[src/rtl/lr_position_ctrl.sv]
`timescale 1ns/1ps
`default_nettype none
// ============================================================================
//  Module   : lr_position_ctrl
//  Purpose  : Cursor position controller for an LED bar, driven by debounced
//             left/right pulses; one-hot LED drive, wall bump and move count.
//  Revision : 1.0  initial release
// ============================================================================
module lr_position_ctrl #(
    parameter int N_POS       = 16,
    parameter int START_POS   = 0,
    parameter int WRAP        = 0,
    parameter int BUMP_CYCLES = 25_000_000,
    localparam int POS_W      = $clog2(N_POS)
) (
    input  logic             clk,
    input  logic             rst,
    input  logic             left_pulse,
    input  logic             right_pulse,
    output logic [POS_W-1:0] pos,
    output logic [N_POS-1:0] led,
    output logic             at_left,
    output logic             at_right,
    output logic             bump,
    output logic [15:0]      move_count
);

    localparam int               CNT_W    = (BUMP_CYCLES > 1) ? $clog2(BUMP_CYCLES) : 1;
    localparam logic [POS_W-1:0] POS_MAX  = POS_W'(N_POS - 1);
    localparam logic [POS_W-1:0] POS_RST  = POS_W'(START_POS);
    localparam logic [CNT_W-1:0] CNT_LOAD = CNT_W'(BUMP_CYCLES - 1);
    localparam logic [N_POS-1:0] LED_RST  = N_POS'(1) << START_POS;

    typedef enum logic [0:0] {
        S_IDLE = 1'b0,
        S_BUMP = 1'b1
    } state_t;

    state_t             state_q, state_d;
    logic [POS_W-1:0]   pos_q, pos_d;
    logic [N_POS-1:0]   led_q, led_d;
    logic [CNT_W-1:0]   cnt_q, cnt_d;
    logic [15:0]        move_count_q, move_count_d;
    logic               bump_q, bump_d;

    logic               go_left;
    logic               go_right;
    logic               hit;
    logic               move;

    assign at_left  = (pos_q == POS_MAX);
    assign at_right = (pos_q == '0);

    always_comb begin
        state_d      = state_q;
        pos_d        = pos_q;
        led_d        = led_q;
        cnt_d        = cnt_q;
        move_count_d = move_count_q;

        // Simultaneous pulses cancel: neither a move nor a wall hit.
        go_left  = left_pulse & ~right_pulse;
        go_right = right_pulse & ~left_pulse;
        hit      = ((go_left & at_left) | (go_right & at_right)) & (WRAP == 0);
        move     = (go_left | go_right) & ~hit;

        if (hit) begin
            state_d = S_BUMP;
            cnt_d   = CNT_LOAD;
        end else if (move) begin
            if (go_left) begin
                pos_d = at_left ? '0 : pos_q + POS_W'(1);
            end else begin
                pos_d = at_right ? POS_MAX : pos_q - POS_W'(1);
            end
            move_count_d = move_count_q + 16'd1;
            state_d      = S_IDLE;
            cnt_d        = '0;
        end else if (state_q == S_BUMP) begin
            if (cnt_q == '0) begin
                state_d = S_IDLE;
            end else begin
                cnt_d = cnt_q - CNT_W'(1);
            end
        end

        bump_d = (state_d == S_BUMP);

        for (int i = 0; i < N_POS; i++) begin
            led_d[i] = (pos_d == POS_W'(i));
        end
    end

    always_ff @(posedge clk or posedge rst) begin
        if (rst) begin
            state_q      <= S_IDLE;
            pos_q        <= POS_RST;
            led_q        <= LED_RST;
            cnt_q        <= '0;
            move_count_q <= '0;
            bump_q       <= 1'b0;
        end else begin
            state_q      <= state_d;
            pos_q        <= pos_d;
            led_q        <= led_d;
            cnt_q        <= cnt_d;
            move_count_q <= move_count_d;
            bump_q       <= bump_d;
        end
    end

    assign pos        = pos_q;
    assign led        = led_q;
    assign bump       = bump_q;
    assign move_count = move_count_q;

endmodule
`default_nettype wire

[config.mk]
export PLATFORM = sky130hd
export DESIGN_NAME = lr_position_ctrl
export DESIGN_NICKNAME = d
export VERILOG_FILES = /design/src/rtl/lr_position_ctrl.sv
export SDC_FILE = /design/constraint.sdc
export NUM_CORES = 1
export LEC_CHECK = 0
export CAP_MARGIN = 30
export CORE_ASPECT_RATIO = 2
export CORE_MARGIN = 8
export CORE_UTILIZATION = 40
export CTS_BUF_LIST = sky130_fd_sc_hd__clkbuf_16
export DETAILED_ROUTE_END_ITERATION = 8
export GPL_TIMING_DRIVEN = 0
export PLACE_DENSITY_LB_ADDON = 0.2
export SKIP_LAST_GASP = 1
export SYNTH_ARGS = -nofsm -noshare
export SYNTH_HDL_FRONTEND = slang
export SYNTH_SLANG_ARGS = --single-unit
[constraint.sdc]
create_clock -name clk -period 2.5 [get_ports clk]
set_input_delay 0.375 -clock clk [delete_from_list [all_inputs] [get_ports clk]]
set_output_delay 0.375 -clock clk [all_outputs]
set_load 0.02 [all_outputs]
Yosys cells after proc, flatten, opt, wreduce, memory -nomap -nowiden
Cells that the tools add are included.
{"block": "totals", "ff_bits": 62, "inputBits": 4, "output_inout_bits": 39, "wordCells": 55}
{"block": "op_classes", "n_addsub": 4, "n_eq_ne": 17, "mux": 13, "bitwise_logic": 10, "n_reduce_logical": 6}
{"op": "two-way mux 25 bit", "count": 4}
{"op": "== test 4 bit (second input constant)", "count": 9}
{"op": "zero test 25 bit", "count": 1}
{"op": "subtractor 25 x 1 -> 25 bit (second input constant)", "count": 1}
{"op": "two-way mux 4 bit", "count": 5}
{"op": "adder 16 x 1 -> 16 bit (second input constant)", "count": 1}
{"op": "== test 4 x 3 -> 1 bit (second input constant)", "count": 4}
{"op": "== test 4 x 2 -> 1 bit (second input constant)", "count": 2}
{"op": "zero test 4 bit", "count": 2}
{"op": "bitwise AND 1 bit", "count": 5}
{"op": "adder 4 x 1 -> 4 bit (second input constant)", "count": 1}
{"op": "== test 4 x 1 -> 1 bit (second input constant)", "count": 1}
{"op": "two-way mux 1 bit", "count": 4}
{"op": "AND reduction 2 bit", "count": 2}
{"op": "subtractor 4 x 1 -> 4 bit (second input constant)", "count": 1}
{"op": "!= test 3 bit (second input constant)", "count": 1}
{"op": "NOT 1 bit", "count": 3}
{"op": "nonzero test 3 bit", "count": 1}
{"op": "OR 1 bit", "count": 2}

Longest topological paths before layout
Gate-level depths: netlist of run 1.
{"block": "depth", "word_depth": 9, "mapped_depth": 10, "ltp_nobuf": 8}

Least setup slack after synthesis of run 1
OpenSTA, ideal clock, no wires.
{"block": "synth_timing", "path_kind": "register to register", "start": "register pos_q[0] (netlist: pos[0])", "end": "register led_q[8] (netlist: led[8])", "setup_ps": 118, "t_arrival_ps": 2272, "required_time_ps": 2382, "path_slack_ps": 110, "stages_incl_launch_ff": 10, "n_path_buf": 3, "synth_period_minus_slack_ps": 2390, "cell_sequence": "dfrtp_1 buf_2 inv_1 ha_1 and4bb_2 nor3_1 clkbuf_1 a31oi_1 buf_2 nor2b_1"}
{"block": "synth_via", "elab_chain_len": 8, "word_cells_on_any_way": 15, "cone_classes": "2 x add/sub; 2 x eq/ne; 5 x mux; 5 x bitwise; 1 x reduce/logical"}
{"item": "start: declaration", "line": "40", "source": "logic [POS_W-1:0] pos_q, pos_d;"}
{"item": "start signal: assignment", "line": "104", "source": "pos_q <= pos_d;"}
{"item": "branches (longest 6 deep; another with subtractor 4 x 1 -> 4 bit)"}
{"item": "two-way mux 4 bit *", "line": "67", "source": "if (hit) begin"}
{"item": "net pos_d[3]", "line": "40"}
{"item": "== test 4 bit *", "line": "90", "source": "led_d[i] = (pos_d == POS_W'(i));"}
{"item": "net led_d[8]", "line": "41", "source": "logic [N_POS-1:0] led_q, led_d;"}
{"item": "end signal: assignment", "line": "105", "source": "led_q <= led_d;"}
{"item": "end: declaration", "line": "41"}
Mark *: on every way through the listed nets, which the timed path passes.
A chain may end at the register's enable or synchronous reset.

Worst setup path in the final report of run 1
{"block": "layout_timing", "start": "register cnt_q[14]", "end": "register cnt_q[4]"}
{"block": "layout_via", "elab_chain_len": 3}
{"item": "start: declaration", "line": "42", "source": "logic [CNT_W-1:0] cnt_q, cnt_d;"}
{"item": "start signal: assignment", "line": "106", "source": "cnt_q <= cnt_d;"}
{"item": "zero test 25 bit", "line": "80", "source": "if (cnt_q == '0) begin"}
{"item": "!= test 3 bit (no source line)"}
{"item": "AND reduction 2 bit (no source line)"}
Every way passes these cells.

==> results of run 1 <==
flip-flops by register name (all words and copies together), names as in the netlist:
| register | flops |
|---|---|
| led | 16 |
| cnt_q | 25 |
| bump | 1 |
| pos | 4 |
| move_count | 16 |
synthesized netlist by cell type, types with 6 or more instances:
| master | count |
|---|---|
| sky130_fd_sc_hd__xnor2_1 | 29 |
| sky130_fd_sc_hd__or4_1 | 7 |
| sky130_fd_sc_hd__dfrtp_1 | 61 |
| sky130_fd_sc_hd__clkbuf_1 | 6 |
| sky130_fd_sc_hd__inv_1 | 11 |
| sky130_fd_sc_hd__nor4_1 | 9 |
| sky130_fd_sc_hd__nand3_1 | 11 |
| sky130_fd_sc_hd__nor3_1 | 9 |
| sky130_fd_sc_hd__nand4_1 | 6 |
| sky130_fd_sc_hd__o21ai_0 | 22 |
| sky130_fd_sc_hd__nor2_1 | 26 |
| sky130_fd_sc_hd__xor2_1 | 7 |
| sky130_fd_sc_hd__ha_1 | 7 |
| sky130_fd_sc_hd__nor2b_1 | 8 |
| sky130_fd_sc_hd__a21oi_1 | 12 |
| sky130_fd_sc_hd__nand2_1 | 26 |
power groups by stage:
stage	clock, mW	sequential, mW	combinational [mW]
after detailed placement	0	1.67	2.91
final	1.09	1.67	3.14
after CTS	1.12	1.65	3.00
after global placement	0	1.65	2.87
after floorplan	0	1.80	1.86
after global routing	1.17	1.71	3.43
cell type report:
class	count	area (µm²)	share of cell area [%]
well taps	94	118	2.89
repair buffers	47	479	11.8
clock inverters	7	41.3	1.01
flip-flops and latches	62	1550	38.2
plain buffers	10	48.8	1.20
clock buffers	9	225	5.54
inverters	11	41.3	1.01
multi-input cells	230	1560	38.4
final timing paths:
kind,slack (ns),cells after the start,to,start
worst max-delay path,0.11,5,cnt_q[4],cnt_q[14]
worst min-delay path,0.48,2,pos[0],rst
worst max register to register,0.11,5,cnt_q[4],cnt_q[14]
worst min register to register,0.49,1,move_count[15],move_count[15]
max in group asynchronous,1.42,3,move_count[1],rst
min in group clk,0.49,1,move_count[15],move_count[15]
metal layers:
| layer | vias up | wire, µm | part of all wire (%) | GRT usage (%) |
|---|---|---|---|---|
| li1 | 1230 | - | - | - |
| met1 | 1248 | 2850 | 38 | 14.5 |
| met2 | 53 | 4270 | 57 | 25.2 |
| met3 | 17 | 215 | 2.9 | 3.12 |
| met4 | 0 | 198 | 2.6 | 8.85 |
| met5 | - | 0 | 0 | 0 |
metrics by stage:
stage	instance area, µm²	hold WS, ns	setup TNS [ns]	setup slack, ns	total power, mW
2_1_floorplan	3130	0.502	0	0.110	3.66
3_5_place_dp	3690	0.482	-12.38	-0.551	4.57
3_3_place_gp	3670	0.478	-49.17	-0.581	4.53
4_1_cts	3980	0.490	-0.0290	-0.0219	5.77
5_1_grt	4070	0.509	-0.00451	-0.00451	6.31
6_report	4070	0.483	0	0.110	5.90
cells by family after synthesis:
logic type | count (synthesis) | synth area share [%]
AOI/OAI and AO/OA | 52 | 10.3
xor gates and xnor gates | 36 | 10.1
adders and majority gates | 7 | 2.80
buffers and inverters | 21 | 2.68
DFF | 62 | 49.6
muxes | 1 | 0.320
and+or+nand+nor | 134 | 24.2
repair_timing:
item / in CTS / in global routing
resized for setup: 5 / 13
endpoints found under the setup margin: 25 / 37
pin swaps: 0 / 1
hold buffers: 0 / 0
buffers inserted: 0 / 3
==> qor.csv, run 1 <==
stage;metric;value;unit
power_and_ir_drop;switching power;2.58;mW
routing;average routed wire per standard cell;16.0;µm
status;run status;completed;
clock_tree;root buffer cell;sky130_fd_sc_hd__clkbuf_16;
sta;number of pins with negative max-slew slack in the final report;0;
routing;total vias in the final route;2548;
worst_setup_path;CP bufs+invs;0;
cells_and_area;most frequent standard cell in the layout excluding fill and tap cells;sky130_fd_sc_hd__dfrtp_1;
grt;grt ovf;0;
worst_setup_path;cell breakdown of the critical path;or4_1, or4_4, o21ai_2, xor2_1, o21ai_0;
sta;Setup violations, final;0;
cells_and_area;fraction of layout cells with a size suffix above 1;13.3;%
sta;Worst-Margin Slew;0.859;ns
power_and_ir_drop;total internal power;3.32;mW
die;Total Die Area;0.0111;mm²
routing;Iter 0 DRT Violations;121;
die;effective utilization at floorplan;41.2;%
grt;pin count of the biggest net entering global routing;33;
yosys;area fraction of the dominant cell type after synthesis;48.8;%
yosys;cell count after synthesis;313;
cells_and_area;number of standard cells in the final layout excluding fillers;470;
sta;Worst Skew;0.00381;ns
cells_and_area;utilization of the core after routing;53.5;%
worst_setup_path;startpoint type of the worst setup path;register;
clock_tree;maximum clock path buffer count;2;
worst_setup_path;data arrival time of the critical path;2.57;ns
routing;per-cell via count in the routed design;5.42;
clock_tree;H-tree levels;3;
yosys;most used flip-flop cell after synthesis;sky130_fd_sc_hd__dfrtp_1;
place;count of port buffers added during placement;42;
routing;detailed-router iteration count before antenna repair;4;
power_and_ir_drop;Power per Cell Area;1450;mW/mm²
sta;period utilization;95.6;%
place;Placed Cells;451;
power_and_ir_drop;total leakage power;1.76;nW
grt;total routing usage reported by global routing;14.2;%
yosys;total of flip-flops plus latches after synthesis;62;
clock_tree;number of sinks handled by clock tree synthesis;62;
yosys;number of different library cells in the post-synthesis netlist;48;
routing;total wire length;7530;µm
sta;Fin. Hold Viols;0;
grt;initial antenna violation count;0;
die;standard cell core area;0.00760;mm²
power_and_ir_drop;power share of the combinational group;53.2;%
yosys;post-synth net total;324;
cells_and_area;n_diodes;0;
cells_and_area;synth-to-layout area growth;30.1;%
cells_and_area;number of fill cells;701;
routing;number of DRC violations after detailed routing;0;
clock_tree;CTS Buf Count;9;
routing;DRT antenna net count;0;
die;Boundary Pins;43;
yosys;number of flops mapped to enable cells by yosys;0;
worst_setup_path;endpoint class of the critical path;register;
place;placed wire-length estimate;5520;µm
job;number of maximum-capacitance violations;0;
worst_hold_path;worst hold path type;in -> async;
yosys;library cell with the largest summed area after synthesis;sky130_fd_sc_hd__dfrtp_1;
sta;timing-limited maximum frequency;418;MHz
clock_tree;TritonCTS clock tree;yes;
die;horizontal extent of the die;78.5;µm
grt;vias in the first global route;2618;
worst_setup_path;CP top delay family;simple AND/OR/NAND/NOR gates;
cells_and_area;net total in the final layout;382;
clock_tree;clock-pin slew reported for the worst setup and hold paths after clock tree synthesis;0.05;ns
sta;Relative slew margins;42.2;%
power_and_ir_drop;IR Drop Worst-Case VDD;709;µV
worst_setup_path;type of the worst setup path;reg -> reg;
yosys;Syn. warnings;0;
place;weighted congestion reported at the end of routability-driven placement;0.901;
sta;setup repair after global routing missed its margin;yes;
power_and_ir_drop;Clock power frac;18.5;%
yosys;leading post-synthesis cells by cell area;sky130_fd_sc_hd__dfrtp_1, sky130_fd_sc_hd__xnor2_1, sky130_fd_sc_hd__o21ai_0;
worst_setup_path;standard cell with the maximum stage delay on the critical path;sky130_fd_sc_hd__or4_1;
cells_and_area;most frequent cells in the layout;sky130_fd_sc_hd__dfrtp_1, sky130_fd_sc_hd__clkdlybuf4s50_1, sky130_fd_sc_hd__xnor2_1;
die;Placement Rows;45;
yosys;Seq/Total Area, Yosys;49.6;%
worst_setup_path;largest fanout on the critical path;7;
sta;Tmin final;2.39;ns
grt;first-pass GRT wire length;12500;µm
yosys;area of the mapped netlist;0.00313;mm²
yosys;share of flip-flops with an asynchronous set or reset;100;%
yosys;mean post-synth cell area;9.99;µm²
power_and_ir_drop;net switching share of the total power;43.7;%
worst_setup_path;WP data required;2.68;ns
clock_tree;clock latency on the worst-skew pair;0.32;ns
power_and_ir_drop;sequential share of power;28.2;%
die;Die Y-Extent;141;µm
worst_setup_path;Critical Path Max Stage Delay;0.66;ns
Power figures use the tool's default switching activity.
==> run 2: changes to the inputs <==
--- a/config.mk
+++ b/config.mk
@@ -13,6 +13,7 @@
 export DETAILED_ROUTE_END_ITERATION = 8
 export GPL_TIMING_DRIVEN = 0
 export PLACE_DENSITY_LB_ADDON = 0.2
+export RECOVER_POWER = 100
 export SKIP_LAST_GASP = 1
 export SYNTH_ARGS = -nofsm -noshare
 export SYNTH_HDL_FRONTEND = slang
==> qor.csv, run 2 (same netlist as run 1, synthesis figures left out) <==
stage;metric;value;unit;change
status;run status;completed;;
grt;initial antenna violation count;0;;unchanged
sta;setup repair after global routing missed its margin;yes;;
place;pre-CTS WS;-0.551;ns;unchanged
worst_setup_path;largest fanout on the critical path;7;;unchanged
power_and_ir_drop;net switching share of the total power;44.1;%;+0.42 points
clock_tree;number of sinks handled by clock tree synthesis;62;;unchanged
power_and_ir_drop;Clock power frac;18.8;%;+0.3 points
cells_and_area;Reg with most FFs;cnt_q;;
clock_tree;maximum clock path buffer count;2;;unchanged
power_and_ir_drop;power share of the combinational group;52.7;%;-0.5 points
place;weighted congestion reported at the end of routability-driven placement;0.901;;unchanged
cells_and_area;net total in the final layout;382;;unchanged
clock_tree;TritonCTS clock tree;yes;;
sta;Worst Skew;0.00341;ns;-0.000396 ns
sta;Setup violations, final;0;;unchanged
cells_and_area;Largest register FFs;25;;unchanged
clock_tree;clock-pin slew reported for the worst setup and hold paths after clock tree synthesis;0.05;ns;about the same
clock_tree;clock latency on the worst-skew pair;0.32;ns;about the same
cells_and_area;most frequent cells in the layout;sky130_fd_sc_hd__dfrtp_1, sky130_fd_sc_hd__dlygate4sd3_1, sky130_fd_sc_hd__xnor2_1;;
die;standard cell core area;0.00760;mm²;unchanged
power_and_ir_drop;total leakage power;1.84;nW;+4.8%
sta;final worst hold slack;0.481;ns;-0.00267 ns
sta;number of pins with negative max-slew slack in the final report;0;;unchanged
worst_setup_path;WP data required;2.68;ns;about the same
grt;grt ovf;0;;unchanged
worst_setup_path;startpoint type of the worst setup path;register;;
grt;pin count of the biggest net entering global routing;33;;unchanged
cells_and_area;fraction of layout cells with a size suffix above 1;12.5;%;-0.80 points
cells_and_area;n_diodes;0;;unchanged
grt;vias in the first global route;2618;;unchanged
grt;first-pass GRT wire length;12500;µm;unchanged
worst_setup_path;length in cells of the worst reg-to-reg path;5;;unchanged
worst_hold_path;worst hold path type;reg -> reg;;
die;horizontal extent of the die;78.5;µm;unchanged
worst_hold_path;worst hold path stage count;1;;
die;Total Die Area;0.0111;mm²;unchanged
routing;total wire length;7530;µm;about the same
worst_setup_path;timing startpoint of the critical path;cnt_q[14];;
die;Boundary Pins;43;;unchanged
power_and_ir_drop;total internal power;3.25;mW;-2.1%
place;count of port buffers added during placement;42;;unchanged
routing;average routed wire per standard cell;16.0;µm;about the same
sta;Worst-Margin Slew;1.21;ns;+0.351 ns
clock_tree;H-tree levels;3;;unchanged
worst_setup_path;type of the worst setup path;reg -> reg;;
worst_setup_path;data arrival time of the critical path;2.57;ns;about the same
worst_setup_path;standard cell with the maximum stage delay on the critical path;sky130_fd_sc_hd__or4_1;;
clock_tree;root buffer cell;sky130_fd_sc_hd__clkbuf_16;;
sta;period utilization;95.6;%;about the same
routing;Iter 0 DRT Violations;129;;+6.6%
routing;per-cell via count in the routed design;5.47;;+0.82%
cells_and_area;utilization of the core after routing;53.3;%;-0.26 points
worst_setup_path;endpoint class of the critical path;register;;
sta;Relative slew margins;19.3;%;-23 points
cells_and_area;synth-to-layout area growth;29.4;%;
power_and_ir_drop;switching power;2.57;mW;-0.45%
power_and_ir_drop;IR Drop Worst-Case VDD;695;µV;-1.9%
worst_hold_path;hold_sp;move_count[15];;
routing;total vias in the final route;2569;;+0.82%
sta;slack of the critical path;0.110;ns;+0.000112 ns
clock_tree;CTS Buf Count;9;;unchanged
clock_tree;number of hold buffers added after CTS;0;;unchanged
place;placed wire-length estimate;5520;µm;unchanged
job;number of maximum-capacitance violations;0;;unchanged
sta;timing-limited maximum frequency;418;MHz;about the same
die;effective utilization at floorplan;41.2;%;unchanged
grt;total routing usage reported by global routing;14.2;%;unchanged
power_and_ir_drop;Power per Cell Area;1440;mW/mm²;-0.91%
die;Placement Rows;45;;unchanged
routing;DRT antenna net count;0;;unchanged
worst_setup_path;cell breakdown of the critical path;or4_1, or4_4, o21ai_2, xor2_1, o21ai_0;;
die;Die Y-Extent;141;µm;unchanged
worst_setup_path;worst flop-to-flop path startpoint;cnt_q[14];;
routing;number of DRC violations after detailed routing;0;;unchanged
sta;Tmin final;2.39;ns;-0.000112 ns
worst_setup_path;Critical Path Max Stage Delay;0.66;ns;about the same
power_and_ir_drop;sequential share of power;28.5;%;+0.3 points
routing;detailed-router iteration count before antenna repair;6;;+2
worst_setup_path;slack of the worst reg-to-reg path;0.11;ns;about the same
cells_and_area;most frequent standard cell in the layout excluding fill and tap cells;sky130_fd_sc_hd__dfrtp_1;;
sta;Fin. Hold Viols;0;;unchanged
## run 2: worst max-delay path, delay by kind of cell, from the launching register on
family / cells / cell delay (ns)
xor gates and xnor gates: 1 / 0.17
and+or+nand+nor: 2 / 1.26
AOI/OAI and AO/OA: 2 / 0.39
DFF: 1 / 0.42
## run 2: worst paths after layout
check,to
worst max-delay path,cnt_q[4]
worst min-delay path,move_count[15]
worst max register to register,cnt_q[4]
worst min register to register,move_count[15]
max in group asynchronous,cnt_q[0]
min in group asynchronous,pos[0]
## run 2: what timing repair did
item | 4_1_cts | 5_1_grt
setup buffers | 0 | 3
pin swaps | 0 | 1
endpoints found under the setup margin | 25 | 37
resized for setup | 5 | 13
## run 2: routing by layer
metal	up-vias	routed length [µm]	global-route usage [%]
met5	-	0	0
li1	1233	-	-
met1	1254	2800	14.5
met4	0	240	8.85
met3	21	243	3.12
met2	61	4250	25.2
## run 2: power by group through the flow
stage	clock [mW]	combinational (mW)	sequential (mW)
global route	1.17	3.36	1.70
CTS	1.12	3.00	1.65
global placement	0	2.87	1.65
detailed placement	0	2.91	1.67
finish	1.09	3.07	1.66
floorplan	0	1.86	1.80
## run 2: stage by stage
step           area, µm²  instances  setup TNS [ns]  total power [mW]
6_report            4050        470               0              5.82
3_5_place_dp        3690        451          -12.38              4.57
4_1_cts             3980        467         -0.0290              5.77
5_1_grt             4050        470        -0.00778              6.23
3_3_place_gp        3670        449          -49.17              4.53
2_1_floorplan       3130        313               0              3.66
## run 2: final cells by class
class / count / area (µm²)
Timing Repair Buffer: 47 / 459
Sequential cell: 62 / 1550
Tap cell: 94 / 118
Fill cell: 705 / 3550
Inverter: 11 / 41.3
Buffer: 10 / 48.8
Multi-Input combinational cell: 230 / 1560
Clock inverter: 7 / 41.3
Clock buffer: 9 / 225
==> run 3: changes to the inputs <==
--- a/config.mk
+++ b/config.mk
@@ -12,7 +12,7 @@
 export CTS_BUF_LIST = sky130_fd_sc_hd__clkbuf_16
 export DETAILED_ROUTE_END_ITERATION = 8
 export GPL_TIMING_DRIVEN = 0
-export PLACE_DENSITY_LB_ADDON = 0.2
+export PLACE_DENSITY = 0.62
 export RECOVER_POWER = 100
 export SKIP_LAST_GASP = 1
 export SYNTH_ARGS = -nofsm -noshare
==> qor.csv, run 3 (same netlist as run 1, synthesis figures left out) <==
stage;metric;value;unit;change
die;standard cell core area;0.00760;mm²;unchanged
worst_setup_path;data arrival time of the critical path;2.59;ns;+0.02 ns
cells_and_area;utilization of the core after routing;53.8;%;+0.58 points
routing;total wire length;7480;µm;-0.66%
sta;number of pins with negative max-slew slack in the final report;0;;unchanged
die;effective utilization at floorplan;41.2;%;unchanged
power_and_ir_drop;net switching share of the total power;42.5;%;-1.6 points
grt;first-pass GRT wire length;12700;µm;+1.6%
sta;slack of the critical path;0.0923;ns;-0.0175 ns
grt;grt ovf;0;;unchanged
clock_tree;clock latency on the worst-skew pair;0.32;ns;about the same
place;pre-CTS WS;-0.568;ns;-0.0172 ns
cells_and_area;area used by sequential logic in the layout;0.00155;mm²;unchanged
die;horizontal extent of the die;78.5;µm;unchanged
power_and_ir_drop;sequential share of power;27.5;%;-1.0 points
grt;vias in the first global route;2612;;-0.23%
grt;total routing usage reported by global routing;14.3;%;+0.13 points
grt;pin count of the biggest net entering global routing;45;;+36%
sta;Setup violations, final;0;;unchanged
routing;DRT antenna net count;0;;unchanged
sta;Worst-Margin Slew;0.952;ns;-0.258 ns
power_and_ir_drop;Clock power frac;21.8;%;+3.0 points
sta;period utilization;96.3;%;+0.70 points
power_and_ir_drop;total internal power;3.47;mW;+6.9%
cells_and_area;fraction of layout cells with a size suffix above 1;13.3;%;+0.83 points
place;weighted congestion reported at the end of routability-driven placement;0.878;;-2.6%
sta;final worst hold slack;0.470;ns;-0.0102 ns
sta;setup repair after global routing missed its margin;yes;;
cells_and_area;n_diodes;0;;unchanged
clock_tree;maximum clock path buffer count;2;;unchanged
die;Boundary Pins;43;;unchanged
worst_setup_path;CP top delay family;simple AND/OR/NAND/NOR gates;;
sta;timing-limited maximum frequency;415;MHz;-0.73%
die;Total Die Area;0.0111;mm²;unchanged
sta;final sum of negative setup slack;0;ns;unchanged
cells_and_area;synth-to-layout area growth;30.8;%;
grt;initial antenna violation count;0;;unchanged
power_and_ir_drop;IR Drop Worst-Case VDD;688;µV;-1.1%
power_and_ir_drop;Power per Cell Area;1480;mW/mm²;+2.7%
cells_and_area;multi-input gate area in the final layout;0.00156;mm²;about the same
worst_setup_path;endpoint class of the critical path;register;;
cells_and_area;most frequent standard cell in the layout excluding fill and tap cells;sky130_fd_sc_hd__dfrtp_1;;
routing;Iter 0 DRT Violations;140;;+8.5%
routing;per-cell via count in the routed design;5.38;;-1.5%
routing;total vias in the final route;2525;;-1.7%
worst_setup_path;cell breakdown of the critical path;or4_1, or4_4, o21ai_2, xor2_1, o21ai_0;;
clock_tree;number of sinks handled by clock tree synthesis;62;;unchanged
worst_setup_path;Critical Path Max Stage Delay;0.67;ns;about the same
worst_setup_path;startpoint type of the worst setup path;register;;
cells_and_area;number of fill cells;681;;-3.4%
power_and_ir_drop;switching power;2.56;mW;about the same
place;count of port buffers added during placement;42;;unchanged
cells_and_area;Reg with most FFs;cnt_q;;
job;number of maximum-capacitance violations;0;;unchanged
clock_tree;H-tree levels;3;;unchanged
routing;detailed-router iteration count before antenna repair;4;;-2
cells_and_area;most frequent cells in the layout;sky130_fd_sc_hd__dfrtp_1, sky130_fd_sc_hd__dlygate4sd3_1, sky130_fd_sc_hd__xnor2_1;;
clock_tree;root buffer cell;sky130_fd_sc_hd__clkbuf_16;;
sta;Relative slew margins;36.6;%;+17 points
sta;Fin. Hold Viols;0;;unchanged
cells_and_area;net total in the final layout;381;;-0.26%
power_and_ir_drop;total leakage power;1.87;nW;+1.3%
sta;Tmin final;2.41;ns;+0.0175 ns
clock_tree;clock-pin slew reported for the worst setup and hold paths after clock tree synthesis;0.05;ns;about the same
worst_setup_path;type of the worst setup path;reg -> reg;;
sta;Worst Skew;0.00326;ns;-0.000152 ns
worst_setup_path;CP bufs+invs;0;;unchanged
worst_hold_path;worst hold path type;reg -> reg;;
die;Placement Rows;45;;unchanged
clock_tree;CTS Buf Count;9;;unchanged
routing;average routed wire per standard cell;15.9;µm;-0.45%
place;placed wire-length estimate;5520;µm;about the same
worst_setup_path;largest fanout on the critical path;7;;unchanged
clock_tree;TritonCTS clock tree;yes;;
worst_setup_path;WP data required;2.68;ns;about the same
cells_and_area;Largest register FFs;25;;unchanged
power_and_ir_drop;power share of the combinational group;50.7;%;-2.0 points
die;Die Y-Extent;141;µm;unchanged
worst_setup_path;standard cell with the maximum stage delay on the critical path;sky130_fd_sc_hd__or4_1;;
routing;number of DRC violations after detailed routing;0;;unchanged
status;run status;completed;;
==> run 3: power groups by stage <==
stage / Sequential [mW] / Combinational [mW] / Clock [mW]
2_1_floorplan: 1.80 / 1.86 / 0
3_3_place_gp: 1.66 / 2.86 / 0
6_report: 1.66 / 3.06 / 1.32
5_1_grt: 1.71 / 3.33 / 1.40
3_5_place_dp: 1.67 / 2.89 / 0
4_1_cts: 1.66 / 2.98 / 1.35
==> run 3: final timing paths <==
check	startpoint	to	slack, ns	cells after the start
max	cnt_q[14]	cnt_q[4]	0.09	5
min	move_count[15]	move_count[15]	0.47	1
max reg2reg	cnt_q[14]	cnt_q[4]	0.09	5
min reg2reg	move_count[15]	move_count[15]	0.47	1
max in group asynchronous	rst	cnt_q[15]	0.49	3
min in group asynchronous	rst	move_count[15]	0.61	2
==> run 3: through the flow <==
stage / std cells / instance area [µm²] / power [mW]
after global placement: 449 / 3670 / 4.52
after detailed placement: 451 / 3690 / 4.56
after floorplan: 313 / 3130 / 3.66
final: 469 / 4090 / 6.04
after CTS: 467 / 4030 / 5.99
after global routing: 469 / 4090 / 6.44
==> run 3: worst register-to-register path, stage by stage, from the launching register on <==
cell and delay [ns]:
sky130_fd_sc_hd__dfrtp_1 0.41, sky130_fd_sc_hd__or4_1 0.67, sky130_fd_sc_hd__or4_4 0.61, sky130_fd_sc_hd__o21ai_2 0.32
sky130_fd_sc_hd__xor2_1 0.18, sky130_fd_sc_hd__o21ai_0 0.08
==> run 3: final cells by class <==
class	instances	area share (%)
buffer	9	1.10
clock buffer	9	5.50
clock inverter	7	2.38
inverter	11	1.01
multi-input combinational	230	38.2
sequential	62	37.9
tap	94	2.87
timing repair buffer	47	11.0
==> run 3: metal layers <==
layer	vias up	routed length [µm]	part of all wire, %	GRT usage (%)
met3	11	249	3.3	3.69
met2	45	4230	57	25.5
met5	-	0	0	0
li1	1235	-	-	-
met1	1234	2840	38	14.9
met4	0	163	2.2	7.18
==> run 3: what timing repair did <==
action	4_1_cts	5_1_grt
resized for setup	4	14
hold buffers	0	0
pin swaps	0	1
cloned	0	0
buffers inserted	0	3
setup endpoints to repair	28	43
